File: config.mk
export PLATFORM = sky130hd
export DESIGN_NAME = level_crossing_ctrl
export DESIGN_NICKNAME = d
export VERILOG_FILES = /design/src/rtl/crossing_pkg.sv /design/src/rtl/crossing_sync.sv /design/src/rtl/level_crossing_ctrl.sv
export SDC_FILE = /design/constraint.sdc
export NUM_CORES = 1
export LEC_CHECK = 0
export CORE_MARGIN = 4
export CORE_UTILIZATION = 40
export DETAILED_ROUTE_END_ITERATION = 10
export PLACE_DENSITY_LB_ADDON = 0.05
export SLEW_MARGIN = 20
export SYNTH_ARGS = -nofsm -noshare
export SYNTH_HDL_FRONTEND = slang
export SYNTH_SLANG_ARGS = --single-unit
File: constraint.sdc
create_clock -name clk -period 2.35 [get_ports clk]
set_input_delay 0.47 -clock clk [delete_from_list [all_inputs] [get_ports clk]]
set_output_delay 0.47 -clock clk [all_outputs]
set_load 0.01 [all_outputs]
File: src/rtl/crossing_pkg.sv
// Shared state encoding and default timing constants for the level crossing controller.
package crossing_pkg;

  typedef enum logic [1:0] {
    IDLE   = 2'b00,
    ALERT  = 2'b01,
    CLOSED = 2'b10
  } state_t;

  localparam int DEF_N_TRACKS      = 2;
  localparam int DEF_ALERT_CYC     = 10;
  localparam int DEF_CLOSE_MIN_CYC = 4;
  localparam int DEF_MAX_CLOSE_CYC = 200;
  localparam int DEF_CNT_W         = 8;

endpackage

File: src/rtl/crossing_sync.sv
// Two-flop synchroniser for the asynchronous track occupancy sensors.
module crossing_sync
  import crossing_pkg::*;
#(
  parameter int WIDTH = DEF_N_TRACKS
) (
  input  logic             clk,
  input  logic             reset,
  input  logic [WIDTH-1:0] d,
  output logic [WIDTH-1:0] q
);

  logic [WIDTH-1:0] meta_p0;
  logic [WIDTH-1:0] sync_p1;

  // stage p0 captures the raw sensor, stage p1 resolves metastability
  always_ff @(posedge clk or posedge reset) begin
    if (reset) begin
      meta_p0 <= '0;
      sync_p1 <= '0;
    end else begin
      meta_p0 <= d;
      sync_p1 <= meta_p0;
    end
  end

  assign q = sync_p1;

endmodule

File: src/rtl/level_crossing_ctrl.sv
// Level crossing controller: warning phase, barrier closure, stuck-occupancy fault.
// Optional flashing warning lamp when LEVEL_CROSSING_FLASH_EN is defined.
module level_crossing_ctrl
  import crossing_pkg::*;
#(
  parameter int N_TRACKS      = DEF_N_TRACKS,
  parameter int ALERT_CYC     = DEF_ALERT_CYC,
  parameter int CLOSE_MIN_CYC = DEF_CLOSE_MIN_CYC,
  parameter int MAX_CLOSE_CYC = DEF_MAX_CLOSE_CYC,
  parameter int CNT_W         = DEF_CNT_W
) (
  input  logic                clk,
  input  logic                reset,
  input  logic [N_TRACKS-1:0] occ,
  output logic                alert_led,
  output logic                barrier_down,
  output logic                fault,
  output logic [7:0]          closures
);

  localparam logic [CNT_W-1:0] CNT_ONE    = CNT_W'(1);
  localparam logic [CNT_W-1:0] ALERT_LAST = CNT_W'(ALERT_CYC - 1);
  localparam logic [CNT_W-1:0] CLOSE_LAST = CNT_W'(CLOSE_MIN_CYC - 1);
  localparam logic [CNT_W-1:0] FAULT_CNT  = CNT_W'(MAX_CLOSE_CYC);

  function automatic logic [CNT_W-1:0] sat_inc(input logic [CNT_W-1:0] v);
    if (&v) return v;
    return v + CNT_ONE;
  endfunction

  logic [N_TRACKS-1:0] occ_s;
  logic                any_occ;
  state_t              state, state_nxt;
  logic [CNT_W-1:0]    cnt, cnt_nxt;
  logic                closure_inc;
  logic                fault_set;

  crossing_sync #(.WIDTH(N_TRACKS)) u_sync (
    .clk   (clk),
    .reset (reset),
    .d     (occ),
    .q     (occ_s)
  );

  assign any_occ = |occ_s;

  always_ff @(posedge clk or posedge reset) begin
    if (reset) begin
      state    <= IDLE;
      cnt      <= '0;
      fault    <= 1'b0;
      closures <= 8'd0;
    end else begin
      state <= state_nxt;
      cnt   <= cnt_nxt;
      if (fault_set)   fault    <= 1'b1;
      if (closure_inc) closures <= closures + 8'd1;
    end
  end

  always_comb begin
    state_nxt   = state;
    cnt_nxt     = cnt;
    closure_inc = 1'b0;
    fault_set   = 1'b0;
    case (state)
      IDLE: begin
        cnt_nxt = '0;
        if (any_occ) state_nxt = ALERT;
      end
      ALERT: begin
        // occupancy is deliberately ignored until the warning has run its course
        if (cnt == ALERT_LAST) begin
          state_nxt = CLOSED;
          cnt_nxt   = '0;
        end else begin
          cnt_nxt = cnt + CNT_ONE;
        end
      end
      CLOSED: begin
        fault_set = any_occ && (cnt == FAULT_CNT);
        if ((cnt >= CLOSE_LAST) && !any_occ) begin
          state_nxt   = IDLE;
          cnt_nxt     = '0;
          closure_inc = 1'b1;
        end else begin
          cnt_nxt = sat_inc(cnt);
        end
      end
      default: begin
        state_nxt = IDLE;
        cnt_nxt   = '0;
      end
    endcase
  end

  always_comb begin
    barrier_down = (state == CLOSED);
`ifdef LEVEL_CROSSING_FLASH_EN
    // counter restarts at 0 on ALERT entry, so bit 1 gives a 2-on/2-off flash
    alert_led = (state == ALERT) && !cnt[1];
`else
    alert_led = (state == ALERT);
`endif
  end

endmodule

==> results.yml, run 1 <==
outcome:
  status: "completed"
synthesis:
  synthMuxAreaShare_pct: 1.89
  synthXorXnorAreaFrac_pct: 10.1
  synth_compound_gate_area_share_pct: 10.2
  synth_warnings: 0
  seq_area_frac_synth_pct: 51.1
  avgSynthCellArea_sq_um: 11.3
  synthCells: 100
  netlist_area_sq_um: 1130
  ys_ff_latch: 23
  synth_top_family_by_area: "simple AND/OR/NAND/NOR gates"
  synthAdderAreaFrac_pct: 8.89
  synth_nets: 112
  yosys.area_share.simple_pct: 15.3
  yosysUniqueCellTypes: 32
final_layout:
  design_area_sq_um: 1330
  nNetsFinal: 131
  n_antenna_cell: 0
  area_growth_pct: 18.3
  instances_no_fill: 148
  drive_gt1_share_pct: 7.63
  nFillCells: 243
hold_path:
  hold_end: "u_sync.q[1]"
  min_path_type: "reg2reg"
  hold_depth: 0
  min-delay-start: "u_sync.meta_p0[1]"
placed_design:
  dpl.cell_count: 144
  place_ws_ps: 225
  gp_congestion: 0.764
  dpl_cell_area_sq_um: 1310
  hpwl_um: 1460
  portBuffers: 14
clock_tree:
  htreeDepth: 1
  numCtsBuffers: 3
  postCtsSetupRepairBufs: 0
  ctsLongestPathBuffers: 2
  ctsHoldBuffers: 0
  cts-resized-gates: 0
  cts-root-buf: "clkbuf_4"
  clock_sinks: 23
  clkLatencyLatePin_ps: 300
  cts_tree: "yes"
  cts.clk_slew.worst_paths_ps: 120
global_routing:
  grt_start_max_net_pins: 24
  antenna_found_initial: 0
  gr-total-overflow: 0
  grt_pass1_vias: 759
  track_usage_pct: 13.0
  grt_pass1_wl_um: 3550
setup_path:
  timing.rr.start: "state[0]"
  slowest_delay_ps: 590
  critPathCaptureType: "register"
  path_cells: "inv_1 > ha_1 > or4b_2 > o2bb2ai_1 > a211o_1 > mux2_2"
  r2r-end: "state[0]"
  critPathMaxFanout: 6
  timing_worst_setup_path_type: "reg2reg"
  r2r_setup_slack_ps: 210
  cp_slowest_cell: "or4b_2"
  cp.required_ps: 2560
  cp.arrival_ps: 2350
  worstRegToRegCells: 6
  start_kind: "register"
detailed_routing:
  viasPerCell: 5.26
  met3_length_um: 123
  dr.pass1.iters: 4
  wl_met2_um: 898
  drt_first_iter_violations: 26
  finalWirelength_um: 2010
  top_layer: "met4"
  wire_per_inst_um: 13.6
  vias: 779
  ant_nets: 0
  wirelength_met1_um: 964
  drc_errors: 0
power_and_ir_drop:
  p_int_mw: 0.641
  p_sw_mw: 0.309
  p_sw_share_pct: 32.5
  p_comb_share_pct: 32.3
  clockPowerShare_pct: 18.9
  p_seq_share_pct: 48.8
  p_per_area_nw_per_um2: 713
  p_leak_nw: 0.637
  ir_drop_uv: 693
floorplanning:
  top_level_ports: 15
  die_area_sq_um: 3730
  rows: 18
  core-area_sq_um: 2590
  die_h_um: 61.1
  die_w_um: 61.1
  start_util_pct: 43.5
job:
  cap_violations: 0
sta:
  clock_skew_ps: 1.74
  max_freq_mhz: 466
  grt_setup_unrepaired: "no"
  drv_slew: 0
  slew-limit-headroom_pct: 60.6
  finalHoldViolCount: 0
  finalSetupTns_ps: 0
  worst_pin_slew_ps: 587
  fin_hold_ws_ps: 361
  fin_crit_sh_pct: 91.2
  timing.final.ws_setup_ps: 206
  setup_violations: 0
  fin_crit_ps: 2140
cell usage in the layout (no fill, tap or decap), drive strengths merged, types with 2 or more instances in the layout:
cell           count
dfrtp             23
clkdlybuf4s50     14
o21ai             10
xnor2              8
ha                 8
inv                6
nand2              6
xor2               5
and3               5
nand4              4
clkbuf             4
nand3              3
nor2               2
or3                2
or2                2
layout make-up:
cell class	instances	area [sq um]	share of cell area (%)
repair buffers	15	148	11.1
multi-input cells	70	523	39.2
clock buffers	4	26.3	1.97
flip-flops and latches	23	576	43.2
inverters	6	22.5	1.69
well taps	30	37.5	2.82
registers in the layout (all words and copies together) (netlist names):
name	cells
closures	8
cnt	8
fault	1
state	2
u_sync.meta_p0	2
u_sync.q	2
cells by family after synthesis:
family / Yosys count
AND/OR/NAND/NOR: 29
flip-flops: 23
AO/OA/AOI/OAI: 18
XOR/XNOR: 13
adder cells (fa/ha/maj): 8
buffers and inverters: 7
multiplexers: 2
Yosys cell counts:
master / instances / share of area (%)
o21ai_0: 9 / 4.0
and2_1: 1 / 0.56
or4b_2: 1 / 0.89
inv_1: 6 / 2.0
nor4b_1: 1 / 0.78
o21ai_1: 1 / 0.44
mux2i_1: 1 / 0.89
o211a_1: 1 / 0.89
nand4_1: 4 / 2.2
o21a_1: 1 / 0.67
mux2_2: 1 / 1.0
a41o_1: 1 / 0.89
xnor2_1: 8 / 6.2
a211o_1: 1 / 0.78
buf_2: 1 / 0.44
or2_2: 1 / 0.56
o211ai_1: 1 / 0.67
and3_1: 4 / 2.2
nand3_1: 3 / 1.3
and3_2: 1 / 0.67
xor2_1: 5 / 3.9
or2_0: 1 / 0.56
and4_1: 1 / 0.78
or4_4: 1 / 1.0
a31oi_1: 1 / 0.56
dfrtp_1: 23 / 51
nor2_1: 2 / 0.67
ha_1: 8 / 8.9
or3_1: 2 / 1.1
o2bb2ai_1: 1 / 0.78
o22ai_1: 1 / 0.56
nand2_1: 6 / 2.0
power groups by stage:
| stage | registers, mW | logic (mW) | clock network [mW] |
|---|---|---|---|
| after floorplan | 0.467 | 0.208 | 0 |
| after global placement | 0.470 | 0.302 | 0 |
| after detailed placement | 0.472 | 0.307 | 0 |
| after CTS | 0.464 | 0.310 | 0.192 |
| after global routing | 0.470 | 0.347 | 0.209 |
| final | 0.463 | 0.307 | 0.180 |
how the worst max path moves through the flow:
stage / start / endpoint / slack, ps
6_report: state[0] / state[0] / 210
5_1_grt: state[0] / state[0] / 60
4_1_cts: state[0] / barrier_down / 190
3_5_place_dp: state[0] / state[0] / 230
3_3_place_gp: state[0] / state[0] / 260
2_1_floorplan: state[0] / state[0] / 270
through the flow:
step / power (mW) / util (%)
floorplan: 0.675 / -
global placement: 0.772 / 50.4
detailed placement: 0.779 / 50.4
CTS: 0.965 / 51.4
global route: 1.03 / 51.4
finish: 0.950 / 51.4
metal layers:
layer | vias up | global-route usage, %
met5 | - | 0
met1 | 371 | 17.5
met3 | 2 | 5.87
met4 | 0 | 3.72
li1 | 389 | -
met2 | 17 | 18.7
critical path: cells and delay by family (launching register included):
kind	cells	cell delay (ps)
and+or+nand+nor	1	590
AOI/OAI and AO/OA	2	340
DFF	1	410
muxes	1	330
adders and majority gates	1	250
buffers and inverters	1	110
Power figures use the tool's default switching activity.
==> run 2, diff against run 1 <==
--- a/config.mk
+++ b/config.mk
@@ -5,6 +5,7 @@
 export SDC_FILE = /design/constraint.sdc
 export NUM_CORES = 1
 export LEC_CHECK = 0
+export CAP_MARGIN = 25
 export CORE_MARGIN = 4
 export CORE_UTILIZATION = 40
 export DETAILED_ROUTE_END_ITERATION = 10
==> results of run 2 <==
Same layout as run 1: the final DEF is identical, and so are final timing and power.
==> run 3, diff against run 2 <==
--- a/config.mk
+++ b/config.mk
@@ -9,6 +9,7 @@
 export CORE_MARGIN = 4
 export CORE_UTILIZATION = 40
 export DETAILED_ROUTE_END_ITERATION = 10
+export GPL_TIMING_DRIVEN = 0
 export PLACE_DENSITY_LB_ADDON = 0.05
 export SLEW_MARGIN = 20
 export SYNTH_ARGS = -nofsm -noshare
==> constraint.sdc (replaced) <==
create_clock -name clk -period 2 [get_ports clk]
set_input_delay 0.4 -clock clk [delete_from_list [all_inputs] [get_ports clk]]
set_output_delay 0.4 -clock clk [all_outputs]
set_load 0.01 [all_outputs]
==> results.yml, run 3 (same netlist as run 1, synthesis figures left out) <==
job:
  cap_violations: 0
power_and_ir_drop:
  p_per_area_nw_per_um2: 901
  ir_drop_uv: 742
  p_leak_nw: 0.692
  fin_total_pwr_mw: 1.29
setup_path:
  start_kind: "register"
  critPathMaxFanout: 7
  timing_worst_setup_path_type: "reg2reg"
  r2r_setup_slack_ps: 100
  cp_slowest_cell: "or4_4"
  critPathCaptureType: "register"
  crit_start: "cnt[0]"
  r2r-end: "cnt[1]"
  worstRegToRegCells: 6
  path_cells: "ha_2 > or4_4 > o21a_1 > or2_0 > buf_4 > o22ai_2"
  cp.required_ps: 2240
  cp.arrival_ps: 2140
  crit_path_end: "cnt[1]"
  timing.rr.start: "cnt[0]"
  slowest_delay_ps: 460
placed_design:
  gp_congestion: 0.815
  dpl_cell_area_sq_um: 1320
  dpl.cell_count: 144
  portBuffers: 14
  hpwl_um: 1540
  place_ws_ps: -61.9
detailed_routing:
  ant_nets: 0
  vias: 810
  finalWirelength_um: 2160
  drc_errors: 0
  viasPerCell: 5.23
  drt_first_iter_violations: 14
  wire_per_inst_um: 13.9
  dr.pass1.iters: 4
sta:
  grt_setup_unrepaired: "no"
  fin_crit_ps: 1900
  finalSetupTns_ps: 0
  fin_hold_ws_ps: 368
  timing.final.ws_setup_ps: 96.4
  slew-limit-headroom_pct: 42.7
  clock_skew_ps: 3.51
  drv_slew: 0
  fin_crit_sh_pct: 95.2
  worst_pin_slew_ps: 859
  setup_violations: 0
  finalHoldViolCount: 0
  max_freq_mhz: 525
clock_tree:
  clkLatencyLatePin_ps: 310
  cts.clk_slew.worst_paths_ps: 120
  numCtsBuffers: 3
  htreeDepth: 1
  cts_tree: "yes"
  clock_sinks: 23
  ctsLongestPathBuffers: 2
  cts-root-buf: "clkbuf_4"
final_layout:
  nNetsFinal: 138
  reg.largest.list: "closures x8, cnt x8"
  area_growth_pct: 27.6
  post-route-util_pct: 55.5
  mostFrequentLayoutCell: "dfrtp_1"
  drive_gt1_share_pct: 19.2
  final_cell_mix: "dfrtp_1, clkdlybuf4s50_1, o21ai_0, buf_4, xnor2_1"
  design_area_sq_um: 1440
  n_antenna_cell: 0
  instances_no_fill: 155
global_routing:
  antenna_found_initial: 0
  grt_start_max_net_pins: 24
  track_usage_pct: 13.8
  grt_pass1_vias: 850
  grt_pass1_wl_um: 3850
  gr-total-overflow: 0
outcome:
  status: "completed"
floorplanning:
  core-area_sq_um: 2590
  die_w_um: 61.1
  die_h_um: 61.1
  rows: 18
  start_util_pct: 43.5
  die_area_sq_um: 3730
  top_level_ports: 15
hold_path:
  min_path_type: "reg2reg"
==> run 3: changes by cell type in the layout (fill, tap and decap cells not counted), sizes merged <==
cell / before / now
clkbuf: 4 / 3
clkdlybuf4s50: 14 / 13
buf: 1 / 8
clkinv: 0 / 1
dlymetal6s2s: 0 / 1
==> run 3: worst min path at each step <==
stage / startpoint / endpoint / slack (ps) / cells after the start
3_5_place_dp: u_sync.meta_p0[1] / u_sync.q[1] / 340 / 0
4_1_cts: u_sync.meta_p0[1] / u_sync.q[1] / 370 / 0
5_1_grt: u_sync.meta_p0[1] / u_sync.q[1] / 370 / 0
2_1_floorplan: u_sync.meta_p0[0] / u_sync.q[0] / 330 / 0
3_3_place_gp: u_sync.meta_p0[0] / u_sync.q[0] / 330 / 0
6_report: u_sync.meta_p0[1] / u_sync.q[1] / 370 / 0
==> run 3: critical path, delay by kind of cell (launching register included) <==
family | cells | cell delay [ps]
compound gates | 2 | 370
fa+ha+maj | 1 | 200
buf+inv | 1 | 160
flops | 1 | 410
simple gates | 2 | 690
==> run 3: routing by layer <==
| layer | vias to the layer above | part of all wire (%) | GRT usage, % |
|---|---|---|---|
| met1 | 391 | 48 | 18.3 |
| met4 | 0 | 0.88 | 2.79 |
| met2 | 12 | 47 | 22.5 |
| met5 | - | 0 | 0 |
| met3 | 2 | 3.7 | 3.98 |
| li1 | 405 | - | - |
==> run 3: what timing repair did <==
action / CTS / global route
setup endpoints to repair: 3 / 11
setup buffers: 6 / 1
gates resized for setup: 3 / 6
pin swaps: 3 / 2
hold buffers: 0 / 0
==> run 3: area by class of cell <==
| cell class | instances | area (sq um) |
|---|---|---|
| Fill cell | 244 | 1150 |
| Sequential cell | 23 | 576 |
| Multi-Input combinational cell | 70 | 571 |
| Timing Repair Buffer | 21 | 195 |
| Tap cell | 30 | 37.5 |
| Clock buffer | 3 | 22.5 |
| Inverter | 6 | 22.5 |
| Buffer | 1 | 7.51 |
| Clock inverter | 1 | 5.00 |
==> run 3: report_power, final <==
part | total, mW | switching [mW] | internal, mW
Clock | 0.216 | 0.141 | 0.0747
Sequential | 0.546 | 0.0368 | 0.509
Combinational | 0.533 | 0.249 | 0.283
Total | 1.29 | 0.427 | 0.868
